$ cat config.mk
export PLATFORM = sky130hd
export DESIGN_NAME = spi_frame_loader
export DESIGN_NICKNAME = d
export VERILOG_FILES = /design/src/rtl/spi_frame_loader.sv
export SDC_FILE = /design/constraint.sdc
export NUM_CORES = 1
export LEC_CHECK = 0
export BUFFER_PORTS_ARGS = -buffer_cell sky130_fd_sc_hd__buf_2
export CAP_MARGIN = 20
export CORE_MARGIN = 2
export CORE_UTILIZATION = 40
export CTS_CLUSTER_DIAMETER = 80
export CTS_CLUSTER_SIZE = 25
export DETAILED_ROUTE_END_ITERATION = 7
export SETUP_SLACK_MARGIN = 0.1
export SLEW_MARGIN = 30
export SYNTH_ARGS = -nofsm -noshare
export SYNTH_HDL_FRONTEND = slang
export SYNTH_SLANG_ARGS = --single-unit
$ cat constraint.sdc
create_clock -name clk -period 4 [get_ports clk]
set_clock_uncertainty 0.05 [all_clocks]
set_input_delay 0.4 -clock clk [delete_from_list [all_inputs] [get_ports clk]]
set_output_delay 0.4 -clock clk [all_outputs]
set_load 0.01 [all_outputs]
$ cat src/rtl/spi_frame_loader.sv
// SPI command decoder feeding the screen RAM write port: streamed byte writes at an
// auto-incrementing, wrapping address, or a full-framebuffer hardware fill.
module spi_frame_loader #(
  parameter int FB_BYTES = 38400,
  parameter int ADDR_W   = 16
) (
  input  logic              clk,
  input  logic              rst,
  input  logic              cs_n,
  input  logic              rx_valid,
  input  logic [7:0]        rx_byte,
  output logic [ADDR_W-1:0] wr_addr,
  output logic [7:0]        wr_data,
  output logic              wr_en,
  output logic              busy,
  output logic              err_opcode,
  output logic              err_range,
  output logic              err_overrun
);

  localparam logic [ADDR_W-1:0] LAST_ADDR = ADDR_W'(FB_BYTES - 1);
  localparam logic [7:0] OP_WRITE = 8'h01;
  localparam logic [7:0] OP_FILL  = 8'h02;
  localparam logic [7:0] OP_CLEAR = 8'h03;

  typedef enum logic [2:0] {
    IDLE     = 3'd0,
    ADDR_HI  = 3'd1,
    ADDR_LO  = 3'd2,
    DATA     = 3'd3,
    FILL_VAL = 3'd4,
    FILLING  = 3'd5,
    DISCARD  = 3'd6
  } state_t;

  // Explicit compare-and-wrap so the framebuffer size need not be a power of two.
  function automatic logic [ADDR_W-1:0] next_addr(input logic [ADDR_W-1:0] a);
    logic [ADDR_W-1:0] r;
    if (a == LAST_ADDR) begin
      r = {ADDR_W{1'b0}};
    end else begin
      r = a + ADDR_W'(1);
    end
    return r;
  endfunction

  logic              cs_meta_r, cs_sync_r;
  state_t            state_r, state_s;
  logic [7:0]        addr_hi_r, addr_hi_s;
  logic [ADDR_W-1:0] ptr_r, ptr_s;
  logic [ADDR_W-1:0] wr_addr_r, wr_addr_s;
  logic [7:0]        wr_data_r, wr_data_s;
  logic              wr_en_r, wr_en_s;
  logic              busy_r, busy_s;
  logic              err_opcode_r, err_opcode_s;
  logic              err_range_r, err_range_s;
  logic              err_overrun_r, err_overrun_s;
  logic [15:0]       start_s;
  logic              start_ok_s;

  assign start_s    = {addr_hi_r, rx_byte};
  assign start_ok_s = (32'(start_s) < 32'(FB_BYTES));

  // Two-flop synchroniser for the raw chip select.
  always_ff @(posedge clk or posedge rst) begin
    if (rst) begin
      cs_meta_r <= 1'b1;
      cs_sync_r <= 1'b1;
    end else begin
      cs_meta_r <= cs_n;
      cs_sync_r <= cs_meta_r;
    end
  end

  // Next-state and next-output decode.
  always_comb begin
    state_s       = state_r;
    addr_hi_s     = addr_hi_r;
    ptr_s         = ptr_r;
    wr_addr_s     = wr_addr_r;
    wr_data_s     = wr_data_r;
    wr_en_s       = 1'b0;
    busy_s        = 1'b0;
    err_opcode_s  = err_opcode_r;
    err_range_s   = err_range_r;
    err_overrun_s = err_overrun_r;

    case (state_r)
      IDLE: begin
        if (rx_valid) begin
          case (rx_byte)
            OP_WRITE: state_s = ADDR_HI;
            OP_FILL:  state_s = FILL_VAL;
            OP_CLEAR: begin
              err_opcode_s  = 1'b0;
              err_range_s   = 1'b0;
              err_overrun_s = 1'b0;
              state_s       = DISCARD;
            end
            default: begin
              err_opcode_s = 1'b1;
              state_s      = DISCARD;
            end
          endcase
        end else begin
          state_s = IDLE;
        end
      end
      ADDR_HI: begin
        if (rx_valid) begin
          addr_hi_s = rx_byte;
          state_s   = ADDR_LO;
        end else begin
          state_s = ADDR_HI;
        end
      end
      ADDR_LO: begin
        if (rx_valid && start_ok_s) begin
          ptr_s   = ADDR_W'(start_s);
          state_s = DATA;
        end else if (rx_valid) begin
          err_range_s = 1'b1;
          state_s     = DISCARD;
        end else begin
          state_s = ADDR_LO;
        end
      end
      DATA: begin
        if (rx_valid) begin
          wr_en_s   = 1'b1;
          wr_addr_s = ptr_r;
          wr_data_s = rx_byte;
          ptr_s     = next_addr(ptr_r);
        end else begin
          ptr_s = ptr_r;
        end
      end
      FILL_VAL: begin
        if (rx_valid) begin
          wr_en_s   = 1'b1;
          busy_s    = 1'b1;
          wr_addr_s = {ADDR_W{1'b0}};
          wr_data_s = rx_byte;
          state_s   = FILLING;
        end else begin
          state_s = FILL_VAL;
        end
      end
      FILLING: begin
        if (rx_valid) begin
          err_overrun_s = 1'b1;
        end else begin
          err_overrun_s = err_overrun_r;
        end
        // wr_addr doubles as the fill counter; the last address ends the fill.
        if (wr_addr_r == LAST_ADDR) begin
          state_s = cs_sync_r ? IDLE : DISCARD;
        end else begin
          wr_en_s   = 1'b1;
          busy_s    = 1'b1;
          wr_addr_s = wr_addr_r + ADDR_W'(1);
        end
      end
      DISCARD: state_s = DISCARD;
      default: state_s = IDLE;
    endcase

    // Deselect aborts everything except a fill, which always runs to completion.
    if (cs_sync_r && (state_r != FILLING) && (state_s != FILLING)) begin
      state_s = IDLE;
    end else begin
      state_s = state_s;
    end
  end

  // State and registered outputs.
  always_ff @(posedge clk or posedge rst) begin
    if (rst) begin
      state_r       <= IDLE;
      addr_hi_r     <= 8'h00;
      ptr_r         <= {ADDR_W{1'b0}};
      wr_addr_r     <= {ADDR_W{1'b0}};
      wr_data_r     <= 8'h00;
      wr_en_r       <= 1'b0;
      busy_r        <= 1'b0;
      err_opcode_r  <= 1'b0;
      err_range_r   <= 1'b0;
      err_overrun_r <= 1'b0;
    end else begin
      state_r       <= state_s;
      addr_hi_r     <= addr_hi_s;
      ptr_r         <= ptr_s;
      wr_addr_r     <= wr_addr_s;
      wr_data_r     <= wr_data_s;
      wr_en_r       <= wr_en_s;
      busy_r        <= busy_s;
      err_opcode_r  <= err_opcode_s;
      err_range_r   <= err_range_s;
      err_overrun_r <= err_overrun_s;
    end
  end

  assign wr_addr     = wr_addr_r;
  assign wr_data     = wr_data_r;
  assign wr_en       = wr_en_r;
  assign busy        = busy_r;
  assign err_opcode  = err_opcode_r;
  assign err_range   = err_range_r;
  assign err_overrun = err_overrun_r;

endmodule

## Word-level counts from Yosys, hierarchy flattened

Cells that the tools add are included.

| storage, ports and cells | value |
|---|---|
| output and inout bits | 29 |
| input bits | 12 |
| word-level logic and storage cells | 84 |
| register bits | 58 |

| operators by class | value |
|---|---|
| equal/unequal tests | 22 |
| $lt $le $gt $ge | 1 |
| reductions and logical operators | 17 |
| bitwise logic cells | 1 |
| $add $sub $neg | 2 |
| multiplexer cells | 29 |

Operators with widths:

| kind | number |
|---|---|
| $mux 16 | 6 |
| $pmux 16 s3 | 1 |
| $add 16x1->16 const B | 2 |
| $eq 16x16->1 const B | 2 |
| $pmux 16 s2 | 1 |
| $pmux 3 s7 | 1 |
| $mux 3 | 6 |
| $eq 8x2->1 const B | 2 |
| $lt 16x16->1 const B | 1 |
| $ne 2x2->1 const B | 8 |
| $pmux 1 s2 | 5 |
| $eq 3x3->1 const B | 3 |
| $eq 8x1->1 const B | 1 |
| $reduce_and 4->1 | 2 |
| $mux 1 | 7 |
| $eq 3x2->1 const B | 2 |
| $ne 3x3->1 const B | 2 |
| $pmux 3 s2 | 1 |
| $reduce_and 3->1 | 2 |
| $reduce_bool 2->1 | 3 |
| $reduce_and 5->1 | 1 |
| $reduce_and 2->1 | 2 |
| $reduce_or 2->1 | 2 |
| $eq 3x1->1 const B | 1 |
| 6 further kinds | 8 |

## Depth between registers and ports, before layout

Gate-level depths: netlist of the first run.

| logic depth | value |
|---|---|
| depth after elaboration | 7 |
| mapped depth | 8 |
| gate-level depth less buffers | 7 |

## Worst setup path after synthesis of the first run

No wires, ideal clock.

| path | value |
|---|---|
| kind | register -> register |
| start point | register state_r[2] |
| end point | register wr_data_r[0], in the netlist wr_data[0] |
| library setup time | 0.125 ns |
| data required time | 3.825 ns |
| buffers on the path | 2 |
| period minus slack after synthesis | 1.821 ns |
| slack | 2.179 ns |
| arrival | 1.646 ns |
| cell stages (with the launch flop) | 7 |
| cells stage by stage | dfrtp_1 > buf_4 > and4bb_2 > or3_1 > buf_6 > nand2_8 > mux2_2 |

| on the way | value |
|---|---|
| longest elaborated chain between the ends | 3 |
| elaborated cells on any way between the ends | 4 |
| classes of those cells | eq/ne: 2; reduce/logical: 2 |

RTL lines:

| what | RTL line | RTL |
|---|---|---|
| from (decl) | 48 | `state_t state_r, state_s;` |
| from (signal assigned) | 190 | `state_r <= state_s;` |
| $eq 3x3->1 / $eq 3x2->1 (equally long branches) | 88 | `case (state_r)` |
| $reduce_or 2->1 (no source line) (*) | -- |  |
| $reduce_and 2->1 (no source line) (*) | -- |  |
| to (signal assigned) | 194 | `wr_data_r <= wr_data_s;` |
| to (decl) | 52 | `logic [7:0] wr_data_r, wr_data_s;` |

Every way passes the cells marked *; elsewhere a longest branch is shown, timed or not.
A chain may end at the register's enable or synchronous reset.

## Worst setup path after layout of the first run

| path | value |
|---|---|
| start point | register state_r[1] |
| end point | register wr_addr_r[7], in the netlist wr_addr[7] |

| on the way | value |
|---|---|
| longest elaborated chain between the ends | 3 |
| elaborated cells on any way between the ends | 9 |
| classes of those cells | eq/ne: 6; mux: 1; reduce/logical: 2 |

RTL lines:

| what | RTL line | RTL |
|---|---|---|
| $eq 3x3->1 / $eq 3x2->1 (equally long branches) | 88 |  |
| $ne 2x2->1 (no source line) / $reduce_bool 3->1 (equally long branches) | -- |  |
| $reduce_and 4->1 (no source line) | -- |  |
| to (signal assigned) | 182 | `wr_addr_r <= {ADDR_W{1'b0}};` |
| to (signal assigned) | 193 | `wr_addr_r <= wr_addr_s;` |
| to (decl) | 51 | `logic [ADDR_W-1:0] wr_addr_r, wr_addr_s;` |

Several ways; a longest one is shown, not always the timed one.

==> out/summary.txt, run 1 <==
Seq/Total Area, Yosys = 43.9%
Antenna Cells = 0
Async SR Flop Fraction = 100%
fin util = 46.3%
Cell Area, Placed = 0.00355 mm²
Max Root-Sink Buffers = 2
H-Tree Level Count = 3
Sw Pwr = 1.14 mW
port bufs = 40
Hold WS = 85.2 ps
initial drt markers = 232
via count = 2897
row count = 33
initial antenna violation count = 0
first-pass GRT wire length = 14300 µm
Place WS = 1640 ps
Max Fclk = 413 MHz
Final Hold Viols = 0
Comb pwr share = 35.6%
synthesized area = 0.00331 mm²
root buffer cell = clkbuf_8
final worst path period share = 60.5%
slowest stage cell, crit path = nor3_2
HP Class = input pin to asynchronous set/reset pin
post-synthesis cell count = 345
pwr/cell area = 742 mW/mm²
total chip power = 2.80 mW
peak per-stage delay on the critical path = 710 ps
routed length per instance = 17.8 µm
Worst Setup EP = wr_addr[7]
All-Layer GR Usage = 20.8%
Fin Setup TNS = 0 ps
largest net degree at the start of global routing = 31
Post-DP HPWL = 6050 µm
sw frac = 40.6%
Post-synth EDFFs = 0
CP max FO = 17
critical path class = flip-flop to flip-flop
final setup vio count = 0
Critical R2R Capture = wr_addr[7]
Die Span Y = 95.0 µm
share of layout cells above drive strength 1 = 23.6%
Die X = 95.0 µm
worst r2r src = state_r[1]
Critical Path AT = 2580 ps
cell area after layout = 0.00377 mm²
most used flip-flop cell after synthesis = dfrtp_1
Rel. slew slack = 32.8%
core region area = 0.00813 mm²
Remaining DRCs = 0
Placed Cells = 471
worst reg-to-reg path cell count = 5
reported leakage power = 1.58 nW
clock latency on the worst-skew pair = 340 ps
vias in the first global route = 2780
Critical Path Sink Type = flip-flop
slack of the critical path = 1580 ps
RSZ-0062 raised after global routing = no
Cell Chain, Critical Path = and3b_1, nor3_2, nor3_1, a221oi_1, a21oi_1
cts hold-fix bufs = 0
Layout area overhead = 13.8%
part of the power in registers = 42.7%
Initial Utilization = 40.7%
final net count = 391
Setup crit start kind = flip-flop
# IOs = 41
Max-Cap Viols = 0
Netlist cell types = 73
postcts setup bufs = 0
Synth Register Bits = 58
Reg clk slew, reported paths = 70 ps
status = completed
gp weighted congestion = 0.922
worst reg2reg setup slack = 1580 ps
yosys warns = 0
CTS tree = built
Worst-Margin Slew = 1010 ps
antenna viol nets, final = 0
clock sinks = 58
# resized after CTS = 0
Max Slew Vio Count = 0
WP data required = 4160 ps
peak supply drop = 0.000303 V
Routed WL = 8680 µm
final std cells w/o fill = 487
Clock power frac = 21.7%
Avg Cell Area, Syn = 9.60 µm²
Final min period = 2420 ps
die area = 0.00902 mm²
GR Overflow Total = 0
synthesized net count = 359
crit path from = state_r[1]
Pre-antenna DRT Iters = 5
Cell Int Power = 1.66 mW
post-DR vias/cell = 5.95
total CTS buffers = 9
critical path: cells and delay by family, from the launching register on:
family           cells  cell delay (ps)
AND/OR/NAND/NOR      3             1310
flip-flops           1              570
AO/OA/AOI/OAI        2              350
synthesized netlist by cell type (3+ instances only):
master | number | area [µm²]
a31oi_1 | 5 | 31.3
clkbuf_1 | 7 | 26.3
a21oi_1 | 25 | 125
o31ai_1 | 6 | 45.0
and3_1 | 4 | 25.0
nand3_1 | 15 | 75.1
nor3b_1 | 3 | 22.5
buf_4 | 4 | 30.0
buf_2 | 7 | 35.0
inv_1 | 8 | 30.0
a22oi_1 | 5 | 37.5
a22o_1 | 6 | 52.6
a221oi_1 | 6 | 52.6
a32oi_1 | 3 | 26.3
nor2_1 | 20 | 75.1
mux2_2 | 15 | 169
and4_1 | 4 | 35.0
nor2b_1 | 5 | 31.3
nor3_1 | 10 | 50.1
o21ai_0 | 19 | 95.1
nand2_1 | 43 | 161
o2bb2ai_1 | 4 | 35.0
nand4_1 | 3 | 18.8
dfrtp_1 | 56 | 1400
flip-flops by register name, summed over array words and instances (netlist names):
register,count
addr_hi_r,8
busy,1
cs_meta_r,1
cs_sync_r,1
err_opcode,1
err_overrun,1
err_range,1
ptr_r,16
state_r,3
wr_addr,16
wr_data,8
wr_en,1
cells in the final DEF, fill, tap and decap left out, drive strengths merged, types with 3 or more instances in the layout:
| master | Yosys | routed |
|---|---|---|
| clkbuf | 8 | 11 |
| nor3 | 11 | 11 |
| dfrtp | 56 | 56 |
| a31oi | 5 | 5 |
| inv | 9 | 9 |
| a221oi | 6 | 6 |
| nand3 | 16 | 16 |
| a32oi | 3 | 3 |
| and3 | 4 | 4 |
| o31ai | 7 | 7 |
| a22oi | 5 | 5 |
| nand4 | 5 | 5 |
| a21oi | 25 | 25 |
| nand2 | 44 | 44 |
| nor2b | 5 | 5 |
| mux2 | 15 | 15 |
| nor4 | 4 | 4 |
| o2bb2ai | 4 | 4 |
| nor3b | 3 | 3 |
| buf | 12 | 41 |
| nor2 | 21 | 21 |
| and4 | 4 | 4 |
| or2 | 3 | 3 |
| o21ai | 21 | 21 |
| a22o | 6 | 6 |
power groups by stage:
stage | registers [mW] | clock network (mW) | logic, mW
6_report | 1.19 | 0.607 | 0.997
5_1_grt | 1.25 | 0.643 | 1.11
4_1_cts | 1.19 | 0.620 | 1.00
3_5_place_dp | 1.19 | 0 | 0.996
3_3_place_gp | 1.18 | 0 | 0.986
2_1_floorplan | 1.13 | 0 | 0.723
routing by layer:
metal	GRT usage, %	share of wire (%)
met1	28.5	47
met2	32.9	46
met3	4.63	5.6
met4	6.76	1.2
met5	0	0
logic make-up after synthesis:
| group | Yosys count | synth area share, % |
|---|---|---|
| AOI/OAI and AO/OA | 106 | 22.4 |
| DFF | 58 | 43.9 |
| muxes | 15 | 5.10 |
| adders and majority gates | 2 | 0.755 |
| and+or+nand+nor | 132 | 22.6 |
| xor gates and xnor gates | 3 | 0.793 |
| buffers and inverters | 29 | 4.42 |
how the worst min path moves through the flow:
stage	start	endpoint	cells past startpoint
global placement	cs_meta_r	cs_sync_r	0
floorplan	cs_meta_r	cs_sync_r	0
CTS	cs_n	cs_meta_r	1
detailed placement	cs_meta_r	cs_sync_r	0
finish	rst	wr_addr[2]	2
global route	cs_n	cs_meta_r	1
final cells by class:
cell class              instances  area (µm²)
clock buffers                  11         141
multi-input cells             258        1720
clock inverters                 5        77.6
flip-flops and latches         58        1450
inverters                       9        38.8
well taps                     105         131
fillers                       776        4360
repair buffers                 41         208
Note: power is estimated with default switching activity, not from simulation.
==> inputs of run 2 (changes only) <==
==> constraint.sdc (replaced) <==
create_clock -name clk -period 2.2 [get_ports clk]
set_clock_uncertainty 0.05 [all_clocks]
set_input_delay 0.22 -clock clk [delete_from_list [all_inputs] [get_ports clk]]
set_output_delay 0.22 -clock clk [all_outputs]
set_load 0.01 [all_outputs]
==> out/summary.txt, run 2 (synthesized netlist as in run 1, its figures left out) <==
status = completed
critical path class = flip-flop to flip-flop
clock latency on the worst-skew pair = 350 ps (about the same)
peak supply drop = 0.000718 V (+140%)
final setup vio count = 0 (unchanged)
Cell Int Power = 3.40 mW (+100%)
reported leakage power = 1.76 nW (+11%)
initial antenna violation count = 0 (unchanged)
die area = 0.00902 mm² (unchanged)
pwr/cell area = 1360 mW/mm² (+83%)
Clock power frac = 22.5% (+0.8 points)
met3 Track Usage GR = 5.03% (+0.40 points)
Routed WL = 9220 µm (+6.2%)
row count = 33 (unchanged)
CP max FO = 5 (-12)
Remaining DRCs = 0 (unchanged)
slowest stage cell, crit path = dfrtp_1
RSZ-0062 raised after global routing = no
slack of the critical path = 228 ps (-1350 ps)
Post-DP HPWL = 6660 µm (+10%)
met1 GRT Util = 29.5% (+1.0 points)
All-Layer GR Usage = 22.2% (+1.4 points)
post-DR vias/cell = 5.83 (-2.0%)
first-pass GRT wire length = 15200 µm (+6.3%)
crit-path leading delay family = simple AND/OR/NAND/NOR gates
WP data required = 2370 ps (-1790 ps)
GR Overflow Total = 0 (unchanged)
Worst-Margin Slew = 519 ps (-488 ps)
vias in the first global route = 2883 (+3.7%)
GR Util met2 = 35.2% (+2.4 points)
core region area = 0.00813 mm² (unchanged)
Max-Cap Viols = 0 (unchanged)
Pre-antenna DRT Iters = 5 (unchanged)
largest net degree at the start of global routing = 45 (+45%)
Layout area overhead = 23.1%
Rel. slew slack = 65.3% (+33 points)
H-Tree Level Count = 3 (unchanged)
routed length per instance = 17.8 µm (about the same)
Initial Utilization = 40.7% (unchanged)
gp weighted congestion = 0.944 (+2.3%)
commonest non-fill, non-tap cell in the layout = dfrtp_1
Antenna Cells = 0 (unchanged)
port bufs = 40 (unchanged)
most frequent cells in the layout = dfrtp_1, nand2_1, buf_2
Max Slew Vio Count = 0 (unchanged)
Die Span Y = 95.0 µm (unchanged)
clock sinks = 58 (unchanged)
final net count = 421 (+7.7%)
root buffer cell = clkbuf_8
antenna viol nets, final = 0 (unchanged)
Sw Pwr = 2.14 mW (+88%)
HP Class = input pin to flip-flop
via count = 3015 (+4.1%)
total CTS buffers = 9 (unchanged)
Comb pwr share = 40.4% (+4.8 points)
# IOs = 41 (unchanged)
part of the power in registers = 37.1% (-5.6 points)
Critical Path AT = 2140 ps (-440 ps)
Critical Path Sink Type = flip-flop
initial drt markers = 277 (+19%)
Max Fclk = 507 MHz (+23%)
Reg clk slew, reported paths = 70 ps (about the same)
Setup crit start kind = flip-flop
CTS tree = built
Fin Setup TNS = 0 ps (unchanged)
Buf/Inv on CP = 2 (+2)
most used cell along the critical path = a21oi_1
peak per-stage delay on the critical path = 410 ps (-300 ps)
final worst path period share = 89.7% (+29 points)
Final min period = 1970 ps (-447 ps)
sw frac = 38.6% (-2.0 points)
GRT Max-Usage Layer = met2
Die X = 95.0 µm (unchanged)
Final Hold Viols = 0 (unchanged)
Max Root-Sink Buffers = 2 (unchanged)
Cell Chain, Critical Path = ha_1, and4_2, nand3_2, o31ai_4, buf_4, inv_6, a21oi_1, a21oi_1
share of layout cells above drive strength 1 = 29.4% (+5.8 points)
Place WS = 138 ps (-1500 ps)
==> run 2: worst min-delay path, cell delays in order <==
cell and delay (ps):
buf_2 130, nand2_1 50, o21ai_0 60
==> run 2: per-stage QoR <==
step	instances	power, mW	area, µm²	hold slack [ps]	util, %
after floorplan	345	3.37	3310	174	-
after global placement	497	4.20	3780	159	46.4
after detailed placement	497	4.24	3780	167	46.4
after CTS	515	5.52	4050	101	49.8
after global routing	517	5.93	4080	110	50.1
final	517	5.54	4080	114	50.1
==> run 2: final cells by class <==
cell class                      count  area, µm²
Fill cell                         745       4060
Tap cell                          105        131
Inverter                            9       38.8
Multi-Input combinational cell    258       1730
Clock buffer                       11        151
Timing Repair Buffer               71        475
Sequential cell                    58       1450
Clock inverter                      5        100
==> run 2: worst paths after layout <==
| path | cells past startpoint | to | slack [ps] | from |
|---|---|---|---|---|
| setup / recovery | 8 | wr_addr[10] | 230 | wr_addr[0] |
| hold / removal | 3 | addr_hi_r[7] | 110 | rx_byte[7] |
| setup reg to reg | 8 | wr_addr[10] | 230 | wr_addr[0] |
| hold reg to reg | 0 | cs_sync_r | 310 | cs_meta_r |
| max in group asynchronous | 4 | cs_meta_r | 1140 | rst |
| min in group asynchronous | 3 | wr_addr[8] | 340 | rst |
==> run 2: per-layer routing <==
metal	wire length, µm	part of all wire [%]
met5	0	0
met4	195	2.1
met3	429	4.7
met2	4360	47
met1	4240	46
==> run 2: what timing repair did <==
action / 4_1_cts / 5_1_grt
endpoints found under the hold margin: 15 / 0
resized for setup: 0 / 4
setup endpoints to repair: 0 / 18
hold buffers: 2 / 0
setup buffers: 0 / 2
==> run 2: power by group through the flow <==
stage	logic [mW]	registers [mW]	clock network, mW
after detailed placement	2.18	2.06	0
after floorplan	1.31	2.06	0
after global routing	2.45	2.14	1.34
final	2.24	2.05	1.25
after CTS	2.20	2.04	1.28
after global placement	2.16	2.04	0
==> inputs of run 3 (changes only) <==
--- a/config.mk
+++ b/config.mk
@@ -8,7 +8,7 @@
 export BUFFER_PORTS_ARGS = -buffer_cell sky130_fd_sc_hd__buf_2
 export CAP_MARGIN = 20
 export CORE_MARGIN = 2
-export CORE_UTILIZATION = 40
+export CORE_UTILIZATION = 35
 export CTS_CLUSTER_DIAMETER = 80
 export CTS_CLUSTER_SIZE = 25
 export DETAILED_ROUTE_END_ITERATION = 7
==> out/summary.txt, run 3 (synthesized netlist as in run 1, its figures left out) <==
status = completed
Worst-Margin Slew = 553 ps (+33.6 ps)
Reg clk slew, reported paths = 70 ps (about the same)
WP data required = 2430 ps (+60 ps)
worst r2r src = wr_addr[0]
Max Slew Vio Count = 0 (unchanged)
# IOs = 41 (unchanged)
Max Fclk = 494 MHz (-2.5%)
Critical R2R Capture = wr_addr[5]
Multi-input gate area = 0.00173 mm² (unchanged)
slack of the critical path = 176 ps (-51.4 ps)
vias in the first global route = 2846 (-1.3%)
Die X = 101 µm (+6.6%)
Cell Area, Placed = 0.00376 mm² (-0.33%)
initial antenna violation count = 0 (unchanged)
worst reg2reg setup slack = 180 ps (-50 ps)
cell area after layout = 0.00402 mm² (-1.3%)
CP max FO = 5 (unchanged)
pwr/cell area = 1310 mW/mm² (-3.4%)
most frequent cells in the layout = dfrtp_1, nand2_1, buf_2
die area = 0.0103 mm² (+14%)
first-pass GRT wire length = 15000 µm (-1.0%)
Rel. slew slack = 63.1% (-2.2 points)
Routed WL = 9150 µm (-0.79%)
RSZ-0062 raised after global routing = no
worst reg-to-reg path cell count = 7 (-1)
Critical Path Sink Type = flip-flop
via count = 3020 (+0.17%)
Cell Chain, Critical Path = ha_1, and4_2, nand3_2, o31ai_4, buf_4, o21ai_0, nand2_1
initial drt markers = 231 (-17%)
fin util = 43.8% (-6.4 points)
routed length per instance = 17.5 µm (-1.9%)
clock latency on the worst-skew pair = 340 ps (about the same)
crit-path leading delay family = simple AND/OR/NAND/NOR gates
H-Tree Level Count = 3 (unchanged)
Layout area overhead = 21.5%
Max-Cap Viols = 0 (unchanged)
CTS tree = built
total chip power = 5.28 mW (-4.7%)
antenna viol nets, final = 0 (unchanged)
GR Overflow Total = 0 (unchanged)
Pre-antenna DRT Iters = 5 (unchanged)
Initial Utilization = 36.0% (-4.7 points)
peak supply drop = 0.000664 V (-7.5%)
All-Layer GR Usage = 18.8% (-3.4 points)
largest net degree at the start of global routing = 59 (+31%)
root buffer cell = clkbuf_8
Setup crit start kind = flip-flop
final net count = 421 (unchanged)
gp weighted congestion = 0.898 (-4.8%)
Remaining DRCs = 0 (unchanged)
final setup vio count = 0 (unchanged)
Max Root-Sink Buffers = 2 (unchanged)
Die Span Y = 101 µm (+6.6%)
reported leakage power = 1.72 nW (-2.1%)
Fin Setup TNS = 0 ps (unchanged)
commonest non-fill, non-tap cell in the layout = dfrtp_1
Sequential Area = 0.00145 mm² (unchanged)
total CTS buffers = 9 (unchanged)
port bufs = 40 (unchanged)
# fillers = 911 (+22%)
Buf/Inv on CP = 1 (-1)
Final Hold Viols = 0 (unchanged)
clock sinks = 58 (unchanged)
hold_sp = rx_byte[7]
final worst path period share = 92.0% (+2.3 points)
Antenna Cells = 0 (unchanged)
HP Class = input pin to flip-flop
peak per-stage delay on the critical path = 420 ps (about the same)
WHS Endpoint = addr_hi_r[7]
Post-DP HPWL = 6530 µm (-1.9%)
critical path class = flip-flop to flip-flop
core region area = 0.00920 mm² (+13%)
Hold Path Stages = 3 (unchanged)
post-DR vias/cell = 5.77 (-0.98%)
share of layout cells above drive strength 1 = 29.4% (unchanged)
Critical Path AT = 2260 ps (+120 ps)
row count = 35 (+6.1%)
Final min period = 2020 ps (+51.4 ps)
slowest stage cell, crit path = dfrtp_1
Place WS = 131 ps (-6.76 ps)
-- run 3: changes by cell type in the layout (fill, tap and decap cells not counted), sizes merged --
cell	previous run	this run
clkbuf	11	10
bufinv	3	1
clkinvlp	0	3
-- run 3: repair_timing --
item                                   in CTS  in global routing
resized for setup                           0                  4
setup endpoints to repair                   0                 19
hold buffers                                2                  0
buffers inserted                            0                  3
endpoints found under the hold margin      57                  0
-- run 3: tightest hold or removal path: stages --
cell and delay (ps):
buf_2 140, nand2_1 50, o21ai_0 60
-- run 3: cell type report --
class / instances / share of cell area (%)
Timing Repair Buffer: 71 / 11.5
Tap cell: 111 / 3.45
Sequential cell: 58 / 36.1
Clock buffer: 10 / 3.42
Inverter: 9 / 0.964
Clock inverter: 6 / 1.65
Multi-Input combinational cell: 258 / 42.9
-- run 3: stage by stage --
stage	hold slack, ps	instances
finish	117	523
CTS	103	520
detailed placement	257	502
floorplan	174	345
global route	109	523
global placement	253	502
-- run 3: per-layer routing --
layer / up-vias / GRT usage (%) / part of all wire [%]
met5: - / 0 / 0
met4: 0 / 7.90 / 2.4
met3: 20 / 4.14 / 5.3
met2: 112 / 28.6 / 45
met1: 1458 / 26.0 / 47
li1: 1430 / - / -
-- run 3: worst max-delay path by stage --
stage               start          to  slack, ps  depth (start not counted)
2_1_floorplan  state_r[2]  wr_data[0]        380                          6
3_3_place_gp   state_r[2]  wr_data[0]        170                          4
3_5_place_dp   state_r[2]  wr_data[3]        130                          4
4_1_cts        state_r[2]  wr_data[3]        120                          4
5_1_grt        wr_addr[0]  wr_addr[4]        110                          7
6_report       wr_addr[0]  wr_addr[5]        180                          7
-- run 3: where the power goes --
part	switching [mW]	internal (mW)	total, mW
logic	1.15	1.04	2.18
clock network	0.457	0.553	1.01
registers	0.554	1.53	2.09
total	2.16	3.13	5.28
